## src/rtl/plab2_proc_fetch_buffer_if.sv

```systemverilog
// Handshake bundle between the fetch buffer, the F-stage PC logic, imem and D.
// The buffer takes the slave view; the surrounding pipeline/imem drives the master view.
interface plab2_proc_fetch_buffer_if;
    logic        fetch_val_F;
    logic        fetch_rdy_F;
    logic [31:0] fetch_addr_F;
    logic        squash_F;

    logic        imemreq_val;
    logic        imemreq_rdy;
    logic [31:0] imemreq_msg_addr;

    logic        imemresp_val;
    logic        imemresp_rdy;
    logic [31:0] imemresp_msg_data;

    logic        inst_val_D;
    logic        inst_rdy_D;
    logic [31:0] inst_D;

    modport slave (
        input  fetch_val_F, fetch_addr_F, squash_F,
        output fetch_rdy_F,
        output imemreq_val, imemreq_msg_addr,
        input  imemreq_rdy,
        input  imemresp_val, imemresp_msg_data,
        output imemresp_rdy,
        output inst_val_D, inst_D,
        input  inst_rdy_D
    );

    modport master (
        output fetch_val_F, fetch_addr_F, squash_F,
        input  fetch_rdy_F,
        input  imemreq_val, imemreq_msg_addr,
        output imemreq_rdy,
        output imemresp_val, imemresp_msg_data,
        input  imemresp_rdy,
        input  inst_val_D, inst_D,
        output inst_rdy_D
    );
endinterface

```

## src/rtl/plab2_proc_fetch_buffer.sv

```systemverilog
// Credit-based instruction fetch buffer: issues imem requests, queues responses
// in order with a same-cycle bypass to D, and discards responses of squashed fetches.
module plab2_proc_fetch_buffer #(
    parameter int p_num_entries = 2,
    parameter int c_cnt_nbits   = $clog2(p_num_entries) + 1
) (
    input  logic                    clk,
    input  logic                    reset,
    input  logic                    domain,
    plab2_proc_fetch_buffer_if.slave bus
);
    localparam int DATA_W = 32;
    localparam int PTR_W  = $clog2(p_num_entries);
    localparam int SUM_W  = c_cnt_nbits + 1;

    typedef logic [c_cnt_nbits-1:0] cnt_t;
    typedef logic [PTR_W-1:0]       ptr_t;

    localparam cnt_t             CNT_ONE = cnt_t'(1);
    localparam ptr_t             PTR_ONE = ptr_t'(1);
    localparam logic [SUM_W-1:0] CAP     = SUM_W'(p_num_entries);

    cnt_t occ_q, occ_d;
    cnt_t inflight_q, inflight_d;
    cnt_t drop_q, drop_d;
    ptr_t head_q, head_d;
    ptr_t tail_q, tail_d;

    logic [DATA_W-1:0] mem_q [p_num_entries];

    logic [SUM_W-1:0] used;
    logic             credit_ok;
    logic             req_fire;
    logic             resp_fire;
    logic             resp_drop;
    logic             resp_keep;
    logic             empty;
    logic             bypass;
    logic             deq;
    logic             push;
    logic             pop;

    // The domain label only classifies the data; it never changes behaviour.
    logic unused_domain;
    assign unused_domain = domain;

    assign used      = {1'b0, occ_q} + {1'b0, inflight_q};
    assign credit_ok = used < CAP;
    assign empty     = (occ_q == '0);

    assign bus.fetch_rdy_F      = bus.imemreq_rdy && credit_ok;
    assign bus.imemreq_val      = bus.fetch_val_F && credit_ok;
    assign bus.imemreq_msg_addr = bus.fetch_addr_F;
    assign bus.imemresp_rdy     = !reset;

    assign req_fire  = bus.fetch_val_F && bus.fetch_rdy_F;
    assign resp_fire = bus.imemresp_val && bus.imemresp_rdy;
    assign resp_drop = resp_fire && (drop_q != '0);
    assign resp_keep = resp_fire && (drop_q == '0);
    assign bypass    = empty && resp_keep && !bus.squash_F;

    assign bus.inst_val_D = !bus.squash_F && (!empty || resp_keep);
    assign deq            = bus.inst_val_D && bus.inst_rdy_D;
    assign pop            = deq && !empty;
    assign push           = resp_keep && !bus.squash_F && !(bypass && bus.inst_rdy_D);

    always_comb begin
        bus.inst_D = '0;
        if (!empty) begin
            bus.inst_D = mem_q[head_q];
        end else if (bypass) begin
            bus.inst_D = bus.imemresp_msg_data;
        end
    end

    always_comb begin
        occ_d      = occ_q;
        head_d     = head_q;
        tail_d     = tail_q;
        drop_d     = drop_q;
        inflight_d = inflight_q + cnt_t'(req_fire) - cnt_t'(resp_fire);
        if (bus.squash_F) begin
            // Everything still outstanding (old or already-dropped) is on a dead
            // path; a request firing now is the new path and is not counted.
            occ_d  = '0;
            head_d = tail_q;
            drop_d = inflight_q - cnt_t'(resp_fire);
        end else begin
            occ_d = occ_q + cnt_t'(push) - cnt_t'(pop);
            if (push) begin
                tail_d = tail_q + PTR_ONE;
            end
            if (pop) begin
                head_d = head_q + PTR_ONE;
            end
            if (resp_drop) begin
                drop_d = drop_q - CNT_ONE;
            end
        end
    end

    always_ff @(posedge clk) begin
        if (reset) begin
            occ_q      <= '0;
            inflight_q <= '0;
            drop_q     <= '0;
            head_q     <= '0;
            tail_q     <= '0;
        end else begin
            occ_q      <= occ_d;
            inflight_q <= inflight_d;
            drop_q     <= drop_d;
            head_q     <= head_d;
            tail_q     <= tail_d;
        end
    end

    always_ff @(posedge clk) begin
        if (push) begin
            mem_q[tail_q] <= bus.imemresp_msg_data;
        end
    end

endmodule

```

## src/flat_wrapper.sv

```systemverilog
// flat-port wrapper written by rule: the top's interface ports become plain ports
module plab2_proc_fetch_buffer_flat 
#(
    parameter int p_num_entries = 2,
    parameter int c_cnt_nbits   = $clog2(p_num_entries) + 1
)
  (clk, reset, domain, bus_fetch_val_F, bus_fetch_addr_F, bus_squash_F, bus_fetch_rdy_F, bus_imemreq_val, bus_imemreq_msg_addr, bus_imemreq_rdy, bus_imemresp_val, bus_imemresp_msg_data, bus_imemresp_rdy, bus_inst_val_D, bus_inst_D, bus_inst_rdy_D);
  plab2_proc_fetch_buffer_if bus_i ();
  input  logic clk;
  input  logic reset;
  input  logic domain;
  input wire logic [$bits(bus_i.fetch_val_F)-1:0] bus_fetch_val_F;
  input wire logic [$bits(bus_i.fetch_addr_F)-1:0] bus_fetch_addr_F;
  input wire logic [$bits(bus_i.squash_F)-1:0] bus_squash_F;
  output wire logic [$bits(bus_i.fetch_rdy_F)-1:0] bus_fetch_rdy_F;
  output wire logic [$bits(bus_i.imemreq_val)-1:0] bus_imemreq_val;
  output wire logic [$bits(bus_i.imemreq_msg_addr)-1:0] bus_imemreq_msg_addr;
  input wire logic [$bits(bus_i.imemreq_rdy)-1:0] bus_imemreq_rdy;
  input wire logic [$bits(bus_i.imemresp_val)-1:0] bus_imemresp_val;
  input wire logic [$bits(bus_i.imemresp_msg_data)-1:0] bus_imemresp_msg_data;
  output wire logic [$bits(bus_i.imemresp_rdy)-1:0] bus_imemresp_rdy;
  output wire logic [$bits(bus_i.inst_val_D)-1:0] bus_inst_val_D;
  output wire logic [$bits(bus_i.inst_D)-1:0] bus_inst_D;
  input wire logic [$bits(bus_i.inst_rdy_D)-1:0] bus_inst_rdy_D;
  assign bus_i.fetch_val_F = bus_fetch_val_F;
  assign bus_i.fetch_addr_F = bus_fetch_addr_F;
  assign bus_i.squash_F = bus_squash_F;
  assign bus_fetch_rdy_F = bus_i.fetch_rdy_F;
  assign bus_imemreq_val = bus_i.imemreq_val;
  assign bus_imemreq_msg_addr = bus_i.imemreq_msg_addr;
  assign bus_i.imemreq_rdy = bus_imemreq_rdy;
  assign bus_i.imemresp_val = bus_imemresp_val;
  assign bus_i.imemresp_msg_data = bus_imemresp_msg_data;
  assign bus_imemresp_rdy = bus_i.imemresp_rdy;
  assign bus_inst_val_D = bus_i.inst_val_D;
  assign bus_inst_D = bus_i.inst_D;
  assign bus_i.inst_rdy_D = bus_inst_rdy_D;
  plab2_proc_fetch_buffer #(.p_num_entries(p_num_entries), .c_cnt_nbits(c_cnt_nbits)) u_core (.clk(clk), .reset(reset), .domain(domain), .bus(bus_i));
endmodule
```

## config.mk

```make
export PLATFORM = sky130hd
export DESIGN_NAME = plab2_proc_fetch_buffer_flat
export DESIGN_NICKNAME = d
export VERILOG_FILES = /design/src/rtl/plab2_proc_fetch_buffer_if.sv /design/src/rtl/plab2_proc_fetch_buffer.sv /design/src/flat_wrapper.sv
export SDC_FILE = /design/constraint.sdc
export NUM_CORES = 1
export LEC_CHECK = 0
export ABC_CLOCK_PERIOD_IN_PS = 5000
export BUFFER_PORTS_ARGS = -buffer_cell sky130_fd_sc_hd__buf_2
export CORE_MARGIN = 1.5
export CORE_UTILIZATION = 48
export CTS_CLUSTER_DIAMETER = 120
export DETAILED_ROUTE_END_ITERATION = 6
export GPL_ROUTABILITY_DRIVEN = 1
export PLACE_DENSITY = 0.8
export SLEW_MARGIN = 20
export SYNTH_ARGS = -nofsm -noshare
export SYNTH_HDL_FRONTEND = slang
export SYNTH_SLANG_ARGS = --single-unit
```

## constraint.sdc

```tcl
create_clock -name clk -period 5 [get_ports clk]
set_clock_uncertainty 0.2 [all_clocks]
set_input_delay 1 -clock clk [delete_from_list [all_inputs] [get_ports clk]]
set_output_delay 1 -clock clk [all_outputs]
set_load 0.05 [all_outputs]
```

* Word-level counts from Yosys, hierarchy flattened *
Memories as Yosys holds them, arrays and structs flattened. A register that Yosys moved wholly into a read port is not among the register bits.
Cells that the tools add are included.
W data, S select, Z words.

word-level totals
  bits in registers = 8
  bits in writable memories = 64
  input bits = 72
  output and inout bits = 68
  word-level logic and storage cells = 53
  memories = 1

cells by class
  $add $sub $neg = 9
  order comparisons = 1
  multiplexer cells = 10
  bitwise gates (word level) = 1
  reductions and logical operators = 26

memory list
  memory        depth  bits a word  rd ports  clocked after Yosys merged registers in  wr ports  line                           RTL
  u_core.mem_q  2      32           1         1                                        1         plab2_proc_fetch_buffer.sv:29  logic [DATA_W-1:0] mem_q [p_num_entries];

operators with widths
  operator               number
  $mux W32               2
  $logic_and A1 B1 Y1    14
  $mux W1                6
  $reduce_bool A2 Y1     3
  $sub A2 B1 Y2          3
  $add A2 B1 Y2          2
  $logic_not A1 Y1       4
  $logic_not A2 Y1       2
  $mux W2                2
  $add A2 B2 Y3          1
  $lt A3 B2 Y1 const B   1
  $add A1 B1 Y1 const B  2
  $reduce_and A2 Y1      1
  $reduce_or A2 Y1       1
  $sub A2 B1 Y2 const B  1
  $logic_or A1 B1 Y1     1
  $not A1 Y1             1

* Logic depth before layout (Yosys ltp) *
  depth in word-level cells = 11
  depth in mapped cells = 8
  depth with buffers taken out = 8

* Least setup slack after synthesis *
No wires, ideal clock.

  path kind = in2reg
  start point = in reset
  end point = mem u_core.mem_q[0][0] (enable)
  setup time = 0.472 ns
  arrival = 3.864 ns
  required time = 4.328 ns
  path slack = 0.464 ns
  stages on the path = 3
  buffers on the path = 1
  cells stage by stage = buf_6 -> nand4bb_4 -> a211oi_1

on the way
  cells in the longest elaborated chain, start to end = 10
  elaborated cells on any way between the ends = 11
  classes of those cells = mux: 2; reduce/logical: 9

RTL lines
  item                               line                            RTL
  start, declared                    flat_wrapper.sv:10              input logic reset;
  $logic_not A1 Y1 *                 plab2_proc_fetch_buffer.sv:54   assign bus.imemresp_rdy = !reset;
  $logic_and A1 B1 Y1 *              plab2_proc_fetch_buffer.sv:57   assign resp_fire = bus.imemresp_val && bus.imemresp_rdy;
  $logic_and A1 B1 Y1 *              plab2_proc_fetch_buffer.sv:59   assign resp_keep = resp_fire && (drop_q == '0);
  $logic_and A1 B1 Y1 (2 in series)  plab2_proc_fetch_buffer.sv:60   assign bypass = empty && resp_keep && !bus.squash_F;
  $logic_and A1 B1 Y1                plab2_proc_fetch_buffer.sv:65   assign push = resp_keep && !bus.squash_F && !(bypass && bus.inst_rdy_D);
  $logic_not A1 Y1                   plab2_proc_fetch_buffer.sv:65
  $logic_and A1 B1 Y1 *              plab2_proc_fetch_buffer.sv:65
  $mux W1 *                          plab2_proc_fetch_buffer.sv:119  if (push) begin
  $mux W1 (implied by the code) *    plab2_proc_fetch_buffer.sv:120  mem_q[tail_q] <= bus.imemresp_msg_data;
  end, declared                      plab2_proc_fetch_buffer.sv:29

Every way passes the cells marked *; elsewhere a longest branch is shown, timed or not.

* Final worst setup path *
  start point = in reset
  end point = out bus_inst_D[15]

on the way
  cells in the longest elaborated chain, start to end = 7

RTL lines
  item                               line                           RTL
  $logic_not A1 Y1                   plab2_proc_fetch_buffer.sv:54
  $logic_and A1 B1 Y1                plab2_proc_fetch_buffer.sv:57
  $logic_and A1 B1 Y1                plab2_proc_fetch_buffer.sv:59
  $logic_and A1 B1 Y1 (2 in series)  plab2_proc_fetch_buffer.sv:60
  $mux W32                           plab2_proc_fetch_buffer.sv:71  end else if (bypass) begin
  $mux W32                           plab2_proc_fetch_buffer.sv:69  if (!empty) begin
  end, declared                      flat_wrapper.sv:23             output wire logic [$bits(bus_i.inst_D)-1:0] bus_inst_D;

Every way passes these cells.

==> results.md <==
* **status** finished clean
* **Unique masters post-synth** 31
* **dominant cell type by area after synthesis** sky130_fd_sc_hd__edfxtp_1
* **worst slew margin relative to its limit** 0.311
* **top cell types by occurrence after synthesis** sky130_fd_sc_hd__edfxtp_1 (64), sky130_fd_sc_hd__buf_4 (33), sky130_fd_sc_hd__mux2i_1 (32), sky130_fd_sc_hd__o2bb2ai_1 (30), sky130_fd_sc_hd__dfxtp_1 (9)
* **total half-perimeter wirelength after legalization and detailed placement** 3830 um
* **number of max-cap violations** 0
* **Placeable Area** 0.00683 sq mm
* **DR WL met2** 2950 um
* **maximum fanout count along the critical path** 16
* **transition time at the pin with the least slew margin** 1030 ps
* **end point of the worst hold path** u_core.tail_q
* **FFs w/ async S/R, synth** 0
* **clock tree sinks** 73
* **fraction of layout instances using a drive strength above 1** 0.358
* **portion of the post-synthesis area used by sequential elements** 0.614
* **post-synthesis share of cell area spent on full adders, half adders and majority gates** 0.0241
* **count of H-tree levels built during CTS** 3
* **main combinational cell family by area after synthesis** buffers and inverters
* **Top Ports** 140
* **root buffer selected by CTS** sky130_fd_sc_hd__clkbuf_8
* **router iterations before antenna repair** 4
* **worst reg2reg path depth** 3
* **overall global routing resource usage** 0.162
* **mux cell area share after synthesis** 0.0935
* **Yosys top cell area share** 0.561
* **Setup TNS** 0 ps
* **Total Die Area** 0.00765 sq mm
* **# Post-CTS Setup Buffers** 0
* **kind of start point of the critical path** input pin
* **count of hold buffers inserted by post-cts repair** 0
* **number of vias per cell** 5.06
* **Area contributors post-synth** sky130_fd_sc_hd__edfxtp_1 (56%), sky130_fd_sc_hd__mux2i_1 (9.3%), sky130_fd_sc_hd__o2bb2ai_1 (7.7%)
* **synthesized-area fraction occupied by ao, oa, aoi and oai cells** 0.106
* **worst reg2reg setup slack** 2440 ps
* **fraction of synthesized cell area in xor and xnor cells** 0.0153
* **gr ovfl total** 0
* **remaining routing DRC violations** 0
* **Num CTS Buffers** 9
* **Initial Util** 0.501
* **Setup Viol. Count Final** 0
* **nets** 353
* **synth-to-layout area growth** 10.3%
* **clock tree buffer depth** 2
* **number of synthesized flops with an enable pin** 64
* **post-synthesis cell area** 0.00343 sq mm
* **IR Drop Worst-Case VDD** 0.182 mV
* **number of slew-limit violations in the final report** 0
* **number of antenna violations at the first check in global routing** 1
* **antenna-violating nets left** 0
* **YS warnings** 0
* **top flip-flop cell by instance count after synthesis** sky130_fd_sc_hd__edfxtp_1
* **Fmax** 0.253 GHz
* **met3 wire length** 335 um
* **simple-gate share of the synthesized area** 0.0413
* **drt wl/cell** 15.7 um
* **CTS-repair resized insts** 0
* **data required time at the worst endpoint** 3800 ps
* **global-route wire length before repair** 9190 um
* **Rows** 30
* **Routed met1 length** 2540 um
* **standby leakage power** 0.00141 uW
* **endpoint kind of the worst setup timing path** primary output
* **Die Ht** 87.5 um
* **DR iter-0 viols** 95
* **Clock Pin Slew Worst Setup and Hold Paths** 70 ps
* **Worst Hold Depth** 2
* **time the worst path needs with I/O delays and setup** 3960 ps
* **weighted congestion at the end of routability-driven global placement** 0.708
* **final WL** 5900 um
* **IO buf count** 74
* **fillcell total** 600
* **x dimension of the die** 87.5 um
* **signal arrival time at the worst endpoint** 2760 ps
* **CP Class** in -> out
* **hold path startpoint** u_core.tail_q
* **pin count of the biggest net entering global routing** 36
* **hold violation total from the final report** 0
* **synthesized area per cell** 14.8 sq um
* **ratio of total power to cell area** 321 mW/mm^2
* **RR Startpoint** u_core.occ_q[1]
* **most numerous cell in the Yosys netlist** sky130_fd_sc_hd__edfxtp_1
* **source-to-sink clock delay at the later pin of the worst-skew pair** 320 ps
* **Synth Register Bits** 73
* **top layer in use** met4
* **final standard cell utilization of the core** 0.553
* **RSZ-0062 raised after global routing** false
* **class of the most critical hold timing path** reg -> reg
* **clock tree from TritonCTS** done
* **vias after detailed routing** 1903
* **via count of the first global-routing pass** 1889
* **Post-Syn Nets** 309
* **Final Cycle Share** 0.792
* **end of the worst register-to-register path** u_core.mem_q[0][7]
* **cell count after synthesis** 231
flip-flops by register name, indices dropped and copies added, names as in the netlist, named ones only:
| signal | count |
|---|---|
| u_core.drop_q | 2 |
| u_core.head_q | 1 |
| u_core.inflight_q | 2 |
| u_core.mem_q | 64 |
| u_core.occ_q | 2 |
| u_core.tail_q | 1 |
how the worst max path moves through the flow:
| stage | from | cells after the start | slack, ps | to |
|---|---|---|---|---|
| global route | reset | 6 | 890 | bus_inst_D[21] |
| finish | reset | 6 | 1040 | bus_inst_D[15] |
| floorplan | reset | 3 | 460 | u_core.mem_q[0][0] |
| CTS | reset | 6 | 980 | bus_inst_D[15] |
| detailed placement | reset | 6 | 980 | bus_inst_D[15] |
| global placement | reset | 6 | 980 | bus_inst_D[15] |
report_power, final:
part | total [uW] | internal (uW) | leakage, uW | switching (uW)
clock network | 371 | 172 | 0.0000831 | 199
registers | 689 | 675 | 0.000651 | 13.3
logic | 152 | 54.7 | 0.000673 | 97.5
logic make-up (layout without fill, tap and decap cells):
family,count (synthesis),after routing
XOR/XNOR,6,6
other,0,1
buffers and inverters,52,100
flip-flops,73,73
AND/OR/NAND/NOR,19,19
multiplexers,32,32
adder cells (fa/ha/maj),6,6
AO/OA/AOI/OAI,43,43
per-layer routing:
layer / global-route usage / vias up
met5: 0 / -
met4: 0.0779 / 0
met3: 0.0464 / 15
met2: 0.273 / 64
met1: 0.190 / 900
li1: - / 924
cell usage in the layout (no fill, tap or decap), types with 3 or more instances in the layout:
cell type,instances
sky130_fd_sc_hd__a21oi_1,4
sky130_fd_sc_hd__buf_2,74
sky130_fd_sc_hd__buf_4,3
sky130_fd_sc_hd__clkbuf_8,9
sky130_fd_sc_hd__clkinv_2,4
sky130_fd_sc_hd__dfxtp_1,8
sky130_fd_sc_hd__edfxtp_1,64
sky130_fd_sc_hd__ha_1,5
sky130_fd_sc_hd__inv_1,8
sky130_fd_sc_hd__mux2i_1,32
sky130_fd_sc_hd__nor2_1,4
sky130_fd_sc_hd__o2bb2ai_1,30
sky130_fd_sc_hd__xnor2_1,4
through the flow:
stage	power [uW]	instances	hold WS [ps]	worst slack [ps]	instance area [sq um]
floorplan	880	231	253	464	3430
global placement	852	360	299	981	3620
detailed placement	857	360	312	979	3620
CTS	1230	375	322	977	3780
global route	1260	375	364	894	3780
finish	1210	376	323	1040	3780
layout make-up:
class	count	area, sq um	area share
sequential	73	2100	0.557
multi-input combinational	106	978	0.259
timing repair buffer	77	393	0.104
clock buffer	10	128	0.0338
tap	96	120	0.0318
inverter	8	30.0	0.00795
clock inverter	5	23.8	0.00629
antenna	1	2.50	0.000662
critical path, stage by stage:
cell,delay [ps]
sky130_fd_sc_hd__buf_2,150
sky130_fd_sc_hd__nand4bb_4,290
sky130_fd_sc_hd__nor3_4,590
sky130_fd_sc_hd__buf_4,300
sky130_fd_sc_hd__o2bb2ai_1,140
sky130_fd_sc_hd__buf_2,290
No activity file was read; power rests on OpenSTA's default activity.
